[config.mk]
export PLATFORM = sky130hd
export DESIGN_NAME = stat_display_sequencer
export DESIGN_NICKNAME = d
export VERILOG_FILES = /design/src/rtl/stat_disp_pkg.sv /design/src/rtl/bin2bcd_seq.sv /design/src/rtl/stat_display_sequencer.sv
export SDC_FILE = /design/constraint.sdc
export NUM_CORES = 1
export LEC_CHECK = 0
export CORE_ASPECT_RATIO = 1.4
export CORE_MARGIN = 2
export CORE_UTILIZATION = 53
export DETAILED_ROUTE_END_ITERATION = 6
export HOLD_SLACK_MARGIN = 0.15
export PLACE_DENSITY = 0.77
export SETUP_SLACK_MARGIN = 0.1
export SYNTH_ARGS = -nofsm -noshare
export SYNTH_HDL_FRONTEND = slang
export SYNTH_SLANG_ARGS = --single-unit
[constraint.sdc]
create_clock -name clk -period 2.3 [get_ports clk]
set_clock_uncertainty 0.05 [all_clocks]
set_input_delay 0.69 -clock clk [delete_from_list [all_inputs] [get_ports clk]]
set_output_delay 0.69 -clock clk [all_outputs]
set_load 0.01 [all_outputs]
[src/rtl/stat_disp_pkg.sv]
// Shared constants, FSM state type and mode rotation for the stat display sequencer.
// HAT_DISPLAY_EN selects the 4-mode rotation that includes high-activity time.
package stat_disp_pkg;

  localparam logic [1:0] MODE_STEPS  = 2'd0;
  localparam logic [1:0] MODE_DIST   = 2'd1;
  localparam logic [1:0] MODE_OVER32 = 2'd2;
  localparam logic [1:0] MODE_HAT    = 2'd3;

  localparam logic [15:0] SAT_LIMIT = 16'd9999;
  localparam logic [3:0]  DP_DIST   = 4'b0010;

  typedef enum logic [1:0] {
    IDLE,
    LOAD,
    CONV
  } state_t;

  function automatic logic [1:0] next_mode(input logic [1:0] m);
`ifdef HAT_DISPLAY_EN
    return m + 2'd1;
`else
    return (m == MODE_OVER32) ? MODE_STEPS : m + 2'd1;
`endif
  endfunction

endpackage

[src/rtl/bin2bcd_seq.sv]
// Sequential double-dabble: 14-bit binary to 4 BCD digits.
// Samples on start, shifts 14 times, then raises done for one cycle.
module bin2bcd_seq (
  input  logic        clk,
  input  logic        rst_n,
  input  logic        i_start,
  input  logic [13:0] i_bin,
  output logic        o_done,
  output logic [15:0] o_bcd
);

  logic        r_busy;
  logic [3:0]  r_cnt;
  logic [13:0] r_bin;
  logic [15:0] r_bcd;
  logic [15:0] w_adj;

  always_comb begin
    w_adj = r_bcd;
    for (int d = 0; d < 4; d++) begin
      if (r_bcd[4*d +: 4] >= 4'd5)
        w_adj[4*d +: 4] = r_bcd[4*d +: 4] + 4'd3;
    end
  end

  always_ff @(posedge clk or negedge rst_n) begin
    if (!rst_n) begin
      r_busy <= 1'b0;
      r_cnt  <= '0;
      r_bin  <= '0;
      r_bcd  <= '0;
    end else if (!r_busy) begin
      if (i_start) begin
        r_busy <= 1'b1;
        r_cnt  <= 4'd14;
        r_bin  <= i_bin;
        r_bcd  <= '0;
      end
    end else if (r_cnt != 4'd0) begin
      r_bcd <= {w_adj[14:0], r_bin[13]};
      r_bin <= {r_bin[12:0], 1'b0};
      r_cnt <= r_cnt - 4'd1;
    end else begin
      r_busy <= 1'b0;
    end
  end

  assign o_done = r_busy && (r_cnt == 4'd0);
  assign o_bcd  = r_bcd;

endmodule

[src/rtl/stat_display_sequencer.sv]
// Rotates tracker statistics onto a shared 4-digit BCD display path.
// Build macro HAT_DISPLAY_EN adds high-activity time as a fourth mode.
module stat_display_sequencer
  import stat_disp_pkg::*;
#(
  parameter int TICK_CYCLES = 100_000_000,
  parameter int DWELL_S     = 2
) (
  input  logic        clk,
  input  logic        reset,
  input  logic [15:0] step_count,
  input  logic [15:0] distance_x10,
  input  logic [15:0] over32_s,
  input  logic [9:0]  hat,
  input  logic        hold,
  output logic [15:0] bcd,
  output logic [1:0]  mode,
  output logic [3:0]  dp_mask,
  output logic        sat,
  output logic        bcd_valid
);

  localparam int TW = (TICK_CYCLES > 1) ? $clog2(TICK_CYCLES) : 1;
  localparam logic [TW-1:0] TMAX = TW'(TICK_CYCLES - 1);
  localparam int DW = (DWELL_S > 1) ? $clog2(DWELL_S) : 1;
  localparam logic [DW-1:0] DMAX = DW'(DWELL_S - 1);

  logic [TW-1:0] r_tcnt;
  logic [DW-1:0] r_dwell;
  logic [1:0]    r_sel;
  logic [1:0]    r_ld_mode;
  logic [3:0]    r_ld_dp;
  logic          r_ld_sat;
  state_t        r_state;
  state_t        w_next;
  logic          w_tick;
  logic          w_start;
  logic          w_done;
  logic          w_sat;
  logic [15:0]   w_src;
  logic [15:0]   w_conv;
  logic [13:0]   w_clamp;

  assign w_tick = (r_tcnt == TMAX);

  always_ff @(posedge clk or negedge reset) begin
    if (!reset) r_tcnt <= '0;
    else if (w_tick) r_tcnt <= '0;
    else r_tcnt <= r_tcnt + 1'b1;
  end

  always_ff @(posedge clk or negedge reset) begin
    if (!reset) begin
      r_dwell <= '0;
      r_sel   <= MODE_STEPS;
    end else if (w_tick) begin
      if (r_dwell == DMAX && !hold) begin
        r_sel   <= next_mode(r_sel);
        r_dwell <= '0;
      end else if (r_dwell != DMAX) begin
        r_dwell <= r_dwell + 1'b1;
      end
    end
  end

  always_comb begin
    w_src = step_count;
    unique case (r_sel)
      MODE_STEPS:  w_src = step_count;
      MODE_DIST:   w_src = distance_x10;
      MODE_OVER32: w_src = over32_s;
      MODE_HAT:    w_src = {6'd0, hat};
    endcase
  end

  assign w_sat   = (w_src > SAT_LIMIT);
  assign w_clamp = w_sat ? SAT_LIMIT[13:0] : w_src[13:0];

  always_ff @(posedge clk or negedge reset) begin
    if (!reset) r_state <= IDLE;
    else r_state <= w_next;
  end

  always_comb begin
    w_next  = r_state;
    w_start = 1'b0;
    unique case (r_state)
      IDLE: if (w_tick) w_next = LOAD;
      LOAD: begin
        w_start = 1'b1;
        w_next  = CONV;
      end
      CONV: if (w_done) w_next = IDLE;
      default: w_next = IDLE;
    endcase
  end

  bin2bcd_seq u_conv (
    .clk     (clk),
    .rst_n   (reset),
    .i_start (w_start),
    .i_bin   (w_clamp),
    .o_done  (w_done),
    .o_bcd   (w_conv)
  );

  always_ff @(posedge clk or negedge reset) begin
    if (!reset) begin
      r_ld_mode <= MODE_STEPS;
      r_ld_dp   <= '0;
      r_ld_sat  <= 1'b0;
    end else if (r_state == LOAD) begin
      r_ld_mode <= r_sel;
      r_ld_dp   <= (r_sel == MODE_DIST) ? DP_DIST : 4'b0000;
      r_ld_sat  <= w_sat;
    end
  end

  // Display fields change together, only on a completed conversion
  always_ff @(posedge clk or negedge reset) begin
    if (!reset) begin
      bcd       <= '0;
      mode      <= '0;
      dp_mask   <= '0;
      sat       <= 1'b0;
      bcd_valid <= 1'b0;
    end else if (r_state == CONV && w_done) begin
      bcd       <= w_conv;
      mode      <= r_ld_mode;
      dp_mask   <= r_ld_dp;
      sat       <= r_ld_sat;
      bcd_valid <= 1'b1;
    end else begin
      bcd_valid <= 1'b0;
    end
  end

  a_no_tick_busy: assert property (
    @(posedge clk) disable iff (!reset) w_tick |-> (r_state == IDLE)
  );

endmodule

==> flow_summary.ini <==
[run_status]
outcome = completed

[synth]
synth_fa_ha_area_frac = 0.0293
synth-edff-count = 0
synth_area_mm2 = 0.00469
synth.avg_cell_area_um2 = 9.96
synth-xor-area-share = 0.0541
synth_area_leaders = dfrtp_1 (49%), o21ai_0 (4.9%), mux4_2 (4.8%)
muxShareOfSynthArea = 0.0784
synth_seq_area_share = 0.491
synth-async-reset-ratio = 1.00
yosysTopAreaCellShare = 0.491
yosys.area.top_type = dfrtp_1
synth_flop_cell = dfrtp_1
synthSimpleGateAreaFrac = 0.189
ys_ff_latch = 92
synth_compound_area_frac = 0.114
yosysWarnings = 0
synth_cell_type_count = 46
synth_top_family_by_area = simple AND/OR/NAND/NOR gates
syn_inst = 471

[worst_setup_path]
cp-end-kind = flip-flop
critPathArrivalTime_ps = 2350
crit_fanout = 5
cp.required_ps = 2500
critPathKind = input pin to flip-flop
critPathLaunchType = input pin

[placement]
port_buffers = 81
dp.cells = 661
dp_hpwl_um = 7840
gp_congestion = 0.886
place_area_mm2 = 0.00573

[hold_path]
holdCritPathClass = input pin to async pin

[detailed_routing]
drtPass1Iterations = 4
drc = 0
drtIter0Drc = 147
viasPerCell = 5.59
ant_nets = 0
num_vias = 3794
routed_wl_um = 10500
wire_per_inst_um = 15.5

[final_layout]
regArea_mm2 = 0.00230
fin_nets = 641
multi_input_area_mm2 = 0.00223
drive_above_1_share = 0.132
diodes = 0
areaGrowthSynthToFinish_pct = 29.3
design_area_mm2 = 0.00607
nFillCells = 651
layoutNonFillerInstCount = 679

[power_and_ir_drop]
vdd_drop_max_mv = 0.502
p_leak_nw = 2.61
p_total_mw = 3.19
powerDensity_mw_per_mm2 = 526

[clock_network]
cts_tree = done
cts.clk_slew.worst_paths_ps = 60
clock_path_buffers = 2
insertion_delay_ps = 340
cts_num_sinks = 92
cts_inserted_buffers = 9
ctsHoldBuffers = 0
cts_max_level = 3
ctsRootBufferMaster = clkbuf_16

[run]
cap_violations = 0

[sta]
fmax_mhz = 465
grt_setup_unrepaired = yes
post-route-min-period_ps = 2150
period_share = 0.935
finalHoldViolCount = 0
setup_viol = 0
tightestPinTransition_ps = 823
drv_slew = 0
slew_headroom = 0.447

[floorplanning]
rows = 40
die_w_um = 83.5
die_h_um = 115
core_mm2 = 0.00861
die_area_mm2 = 0.00963
start_util = 0.545
pin_count = 85

[global_route]
antenna_found_initial = 0
gr-total-overflow = 0
grt_pass1_wl_um = 17500
grt_pass1_vias = 3822
grt_max_degree = 36
grt_usage = 0.228
[what timing repair did]
item / CTS / global route
resized for setup: 2 / 8
endpoints found under the setup margin: 7 / 13
buffers inserted: 0 / 2
pin swaps: 0 / 0
[cell type report]
class | instances | share of cell area
clock buffer | 11 | 0.0400
clock inverter | 5 | 0.00619
inverter | 24 | 0.0149
multi-input combinational | 335 | 0.368
sequential | 92 | 0.380
tap | 105 | 0.0217
timing repair buffer | 107 | 0.170
[placed cells by master (no fill, tap or decap), types with 2 or more instances in the layout]
cell / instances
inv_1: 24
or4_1: 3
nor2b_1: 2
and2_1: 2
clkinv_4: 2
nor4_1: 8
buf_12: 2
o31ai_1: 7
nand3_1: 25
nor3_1: 5
clkbuf_16: 9
ha_1: 11
a21oi_1: 21
conb_1: 3
nand4_1: 7
xor2_1: 14
a22oi_2: 2
xnor2_1: 15
and4_1: 2
buf_4: 25
clkinvlp_4: 2
or3_1: 3
o2bb2ai_1: 2
mux2i_1: 3
mux4_2: 10
dfrtp_1: 92
or3_4: 2
mux2_2: 10
nand2b_1: 9
nor2_1: 33
a31oi_1: 8
o21ai_0: 46
nor3b_1: 3
and3_1: 6
nand2_1: 55
o31ai_2: 3
clkdlybuf4s50_1: 80
[logic make-up after synthesis]
kind of cell               count (synthesis)
muxes                                     23
other                                      1
buffers and inverters                     46
xor gates and xnor gates                  29
adders and majority gates                 11
AOI/OAI and AO/OA                         94
and+or+nand+nor                          175
DFF                                       92
[path summary, 6_finish.rpt]
path                                       start         endpoint  slack [ps]  cells past startpoint
worst min register to register            bcd[8]           bcd[8]         430                      2
worst min-delay path                       reset          bcd[12]         230                      1
min in group clk                          bcd[8]           bcd[8]         430                      2
worst max-delay path            distance_x10[11]  u_conv.r_bin[0]         150                      6
worst max register to register        r_tcnt[10]         r_sel[0]         160                      5
max in group asynchronous                  reset        r_tcnt[0]        1460                      2
[worst max-delay path: stages]
cell and delay [ps]:
clkdlybuf4s50_1 410, mux2_2 280, a22oi_2 190, nand4_1 140, or3_4 430, a32oi_1 210
[synth_stat cells (all sizes together), types with 2 or more instances]
master and instances:
dfrtp 92, nand2 55, o21ai 46, nor2 34
nand3 26, inv 24, a21oi 21, xnor2 15
xor2 14, clkbuf 13, ha 11, mux2 10
mux4 10, o31ai 10, buf 9, nand2b 9
a31oi 8, nor4 8, nand4 7, and3 6
nor3 5, or3 5, and2 3, and4 3
mux2i 3, nor2b 3, nor3b 3, or4 3
a22oi 2, o2bb2ai 2
[power breakdown]
group	switching, mW	internal [mW]	total [mW]
clock	0.619	0.764	1.38
combinational	0.0688	0.123	0.191
sequential	0.000514	1.62	1.62
total	0.688	2.51	3.19
[per-stage QoR]
stage          hold WS [ps]   util  TNS (ps)  worst slack (ps)
2_1_floorplan           344      -         0               246
3_3_place_gp            409  0.666     -1990              -190
3_5_place_dp            420  0.666     -2980              -295
4_1_cts                 226  0.699         0              96.5
5_1_grt                 237  0.705         0              99.7
6_report                227  0.705         0               151
[layer usage]
layer	GRT usage	vias to the layer above	wire (um)
met5	0	-	0
met4	0.0935	0	167
met3	0.0538	16	376
met2	0.409	88	5680
met1	0.264	1841	4270
li1	-	1849	-
[sequential cells by signal (all words and copies together) (netlist names)]
register,count
u_conv.o_bcd,16
r_ld_sat,1
r_state,2
bcd,16
u_conv.r_cnt,4
u_conv.r_bin,14
r_dwell,1
r_sel,2
sat,1
r_ld_mode,2
u_conv.r_busy,1
bcd_valid,1
dp_mask,1
mode,2
r_ld_dp,1
r_tcnt,27
No activity file was read; power rests on OpenSTA's default activity.
==> RTL edit (same flow settings) <==
The parameter `TICK_CYCLES` goes from 100_000_000 to 200_000_000.
--- a/src/rtl/stat_display_sequencer.sv
+++ b/src/rtl/stat_display_sequencer.sv
@@ -3,7 +3,7 @@
 module stat_display_sequencer
   import stat_disp_pkg::*;
 #(
-  parameter int TICK_CYCLES = 100_000_000,
+  parameter int TICK_CYCLES = 200_000_000,
   parameter int DWELL_S     = 2
 ) (
   input  logic        clk,
Check against the original RTL: same outputs for any inputs over 10 cycles, from zero or initial values and one cycle with reset low; that may be too few to reach the edited logic, so the function may still have changed.
==> RTL edit against the unedited design <==
Synthesized cell count up 0.64%; worst setup slack better by 0.030 ns; highest routed layer unchanged; power rose by 7.1%; final cell count down 0.88%; design area grew 0.83%; area after synthesis is 1.2% higher; wire length decreased by 3.1%; sequential cell count increased by 1.
==> RTL edit: results (changes against the unedited design) <==
----------------------------------------------------
[Power]
  Sequential share of power ... 0.479 (-0.028)
  Total net switching power ... 0.000704 W (+2.4%)
  Highest ir drop seen on vdd ... 473 uV (-5.8%)
  Reported leakage power ... 2.62 nW (+0.24%)
  Logic gate share of total power ... 0.055 (-0.005)

[Final layout]
  Multi-input logic area ... 2270 um^2 (+1.8%)
  Fraction of layout instances using a drive strength above 1 ... 0.127 (-0.00564)
  Final net count ... 635 (-0.94%)
  Non-CTS inverters ... 23 (-4.2%)
  Share of final layout cell area taken by clock buffers and inverters ... 0.0532 (+0.00699)
  Buffering overhead ... 0.159 (-0.0106)
  Plain + repair buffers ... 99 (-7.5%)
  Fillcell total ... 662 (+1.7%)
  Total number of multi-input combinational cells ... 337 (+0.60%)
  Max FFs per register ... 28 (+3.7%)

[Route]
  Detailed-routing wirelength on met1 ... 4.26 mm (-0.28%)
  Via Count ... 3871 (+2.0%)
  Detail Route met2 WL ... 5.38 mm (-5.2%)
  Number of DRC markers in iteration 0 ... 204 (+39%)
  Total length of routed met3 wires ... 402 um (+6.9%)

[Global routing]
  Met2 Usage GRT ... 0.411 (+0.00206)
  Via count of the first global-routing pass ... 3966 (+3.8%)
  Maximum number of pins on one net before global-route repair ... 34 (-5.6%)
  Global-route wire length before repair ... 17.8 mm (+1.7%)

[Critical path]
  Critical path class ... flop to flop
  Cell at the slowest stage of the critical path ... sky130_fd_sc_hd__or4b_1
  Worst-path fanout max ... 6 (+1)

[Placement]
  Post-placement setup slack ... -0.335 ns (-0.0402 ns)
  Routability congestion estimate from global placement ... 0.832 (-6.1%)
  Half-perimeter wire length after placement ... 7.45 mm (-5.0%)
  Instance area after placement ... 5740 um^2 (+0.17%)

[Logic synthesis]
  Synthesized-area fraction occupied by ao, oa, aoi and oai cells ... 0.0983 (-0.0156)
  Synthesized instance count ... 474 (+0.64%)
  Top area cells in the synthesized netlist ... sky130_fd_sc_hd__dfrtp_1, sky130_fd_sc_hd__mux4_2, sky130_fd_sc_hd__xnor2_1, sky130_fd_sc_hd__nand2_1, sky130_fd_sc_hd__o21ai_0
  Adder and majority cell fraction of the synthesized area ... 0.0290 (-0.000340)
  Xor and xnor area share after synthesis ... 0.0627 (+0.00860)
  Share of synthesized area occupied by flip-flops and latches ... 0.490 (about the same)

[Run status]
  Outcome ... completed

[Clocking]
  Clock sink count ... 93 (+1.1%)

[Floorplanning]
  Die boundary width ... 84.0 um (+0.56%)

[Timing]
  Transition time at the pin with the least slew margin ... 0.624 ns (-0.199 ns)

----------------------------------------------------
[RTL edit: changes by cell type after synthesis, moves of 4 or more]
cell / change
sky130_fd_sc_hd__a21oi_1: -4
sky130_fd_sc_hd__nor2_1: +5
sky130_fd_sc_hd__xor2_1: -4
sky130_fd_sc_hd__nor4_1: +7
sky130_fd_sc_hd__xnor2_1: +9
sky130_fd_sc_hd__o21ai_0: -8
[RTL edit: timing repair]
action                     in CTS  in global routing
setup endpoints to repair       6                 14
gates resized for setup         2                 11
hold endpoints to repair        0                  0
[RTL edit: worst max-delay path, delay by kind of cell (launching register included)]
| family | cells | cell delay [ns] |
|---|---|---|
| flip-flops | 1 | 0.44 |
| multiplexers | 1 | 0.20 |
| AND/OR/NAND/NOR | 4 | 1.36 |
[RTL edit: metrics by stage]
stage | hold slack (ns) | util
finish | 0.233 | 0.706
global placement | 0.404 | 0.663
detailed placement | 0.414 | 0.663
CTS | 0.244 | 0.701
global route | 0.264 | 0.706
floorplan | 0.344 | -
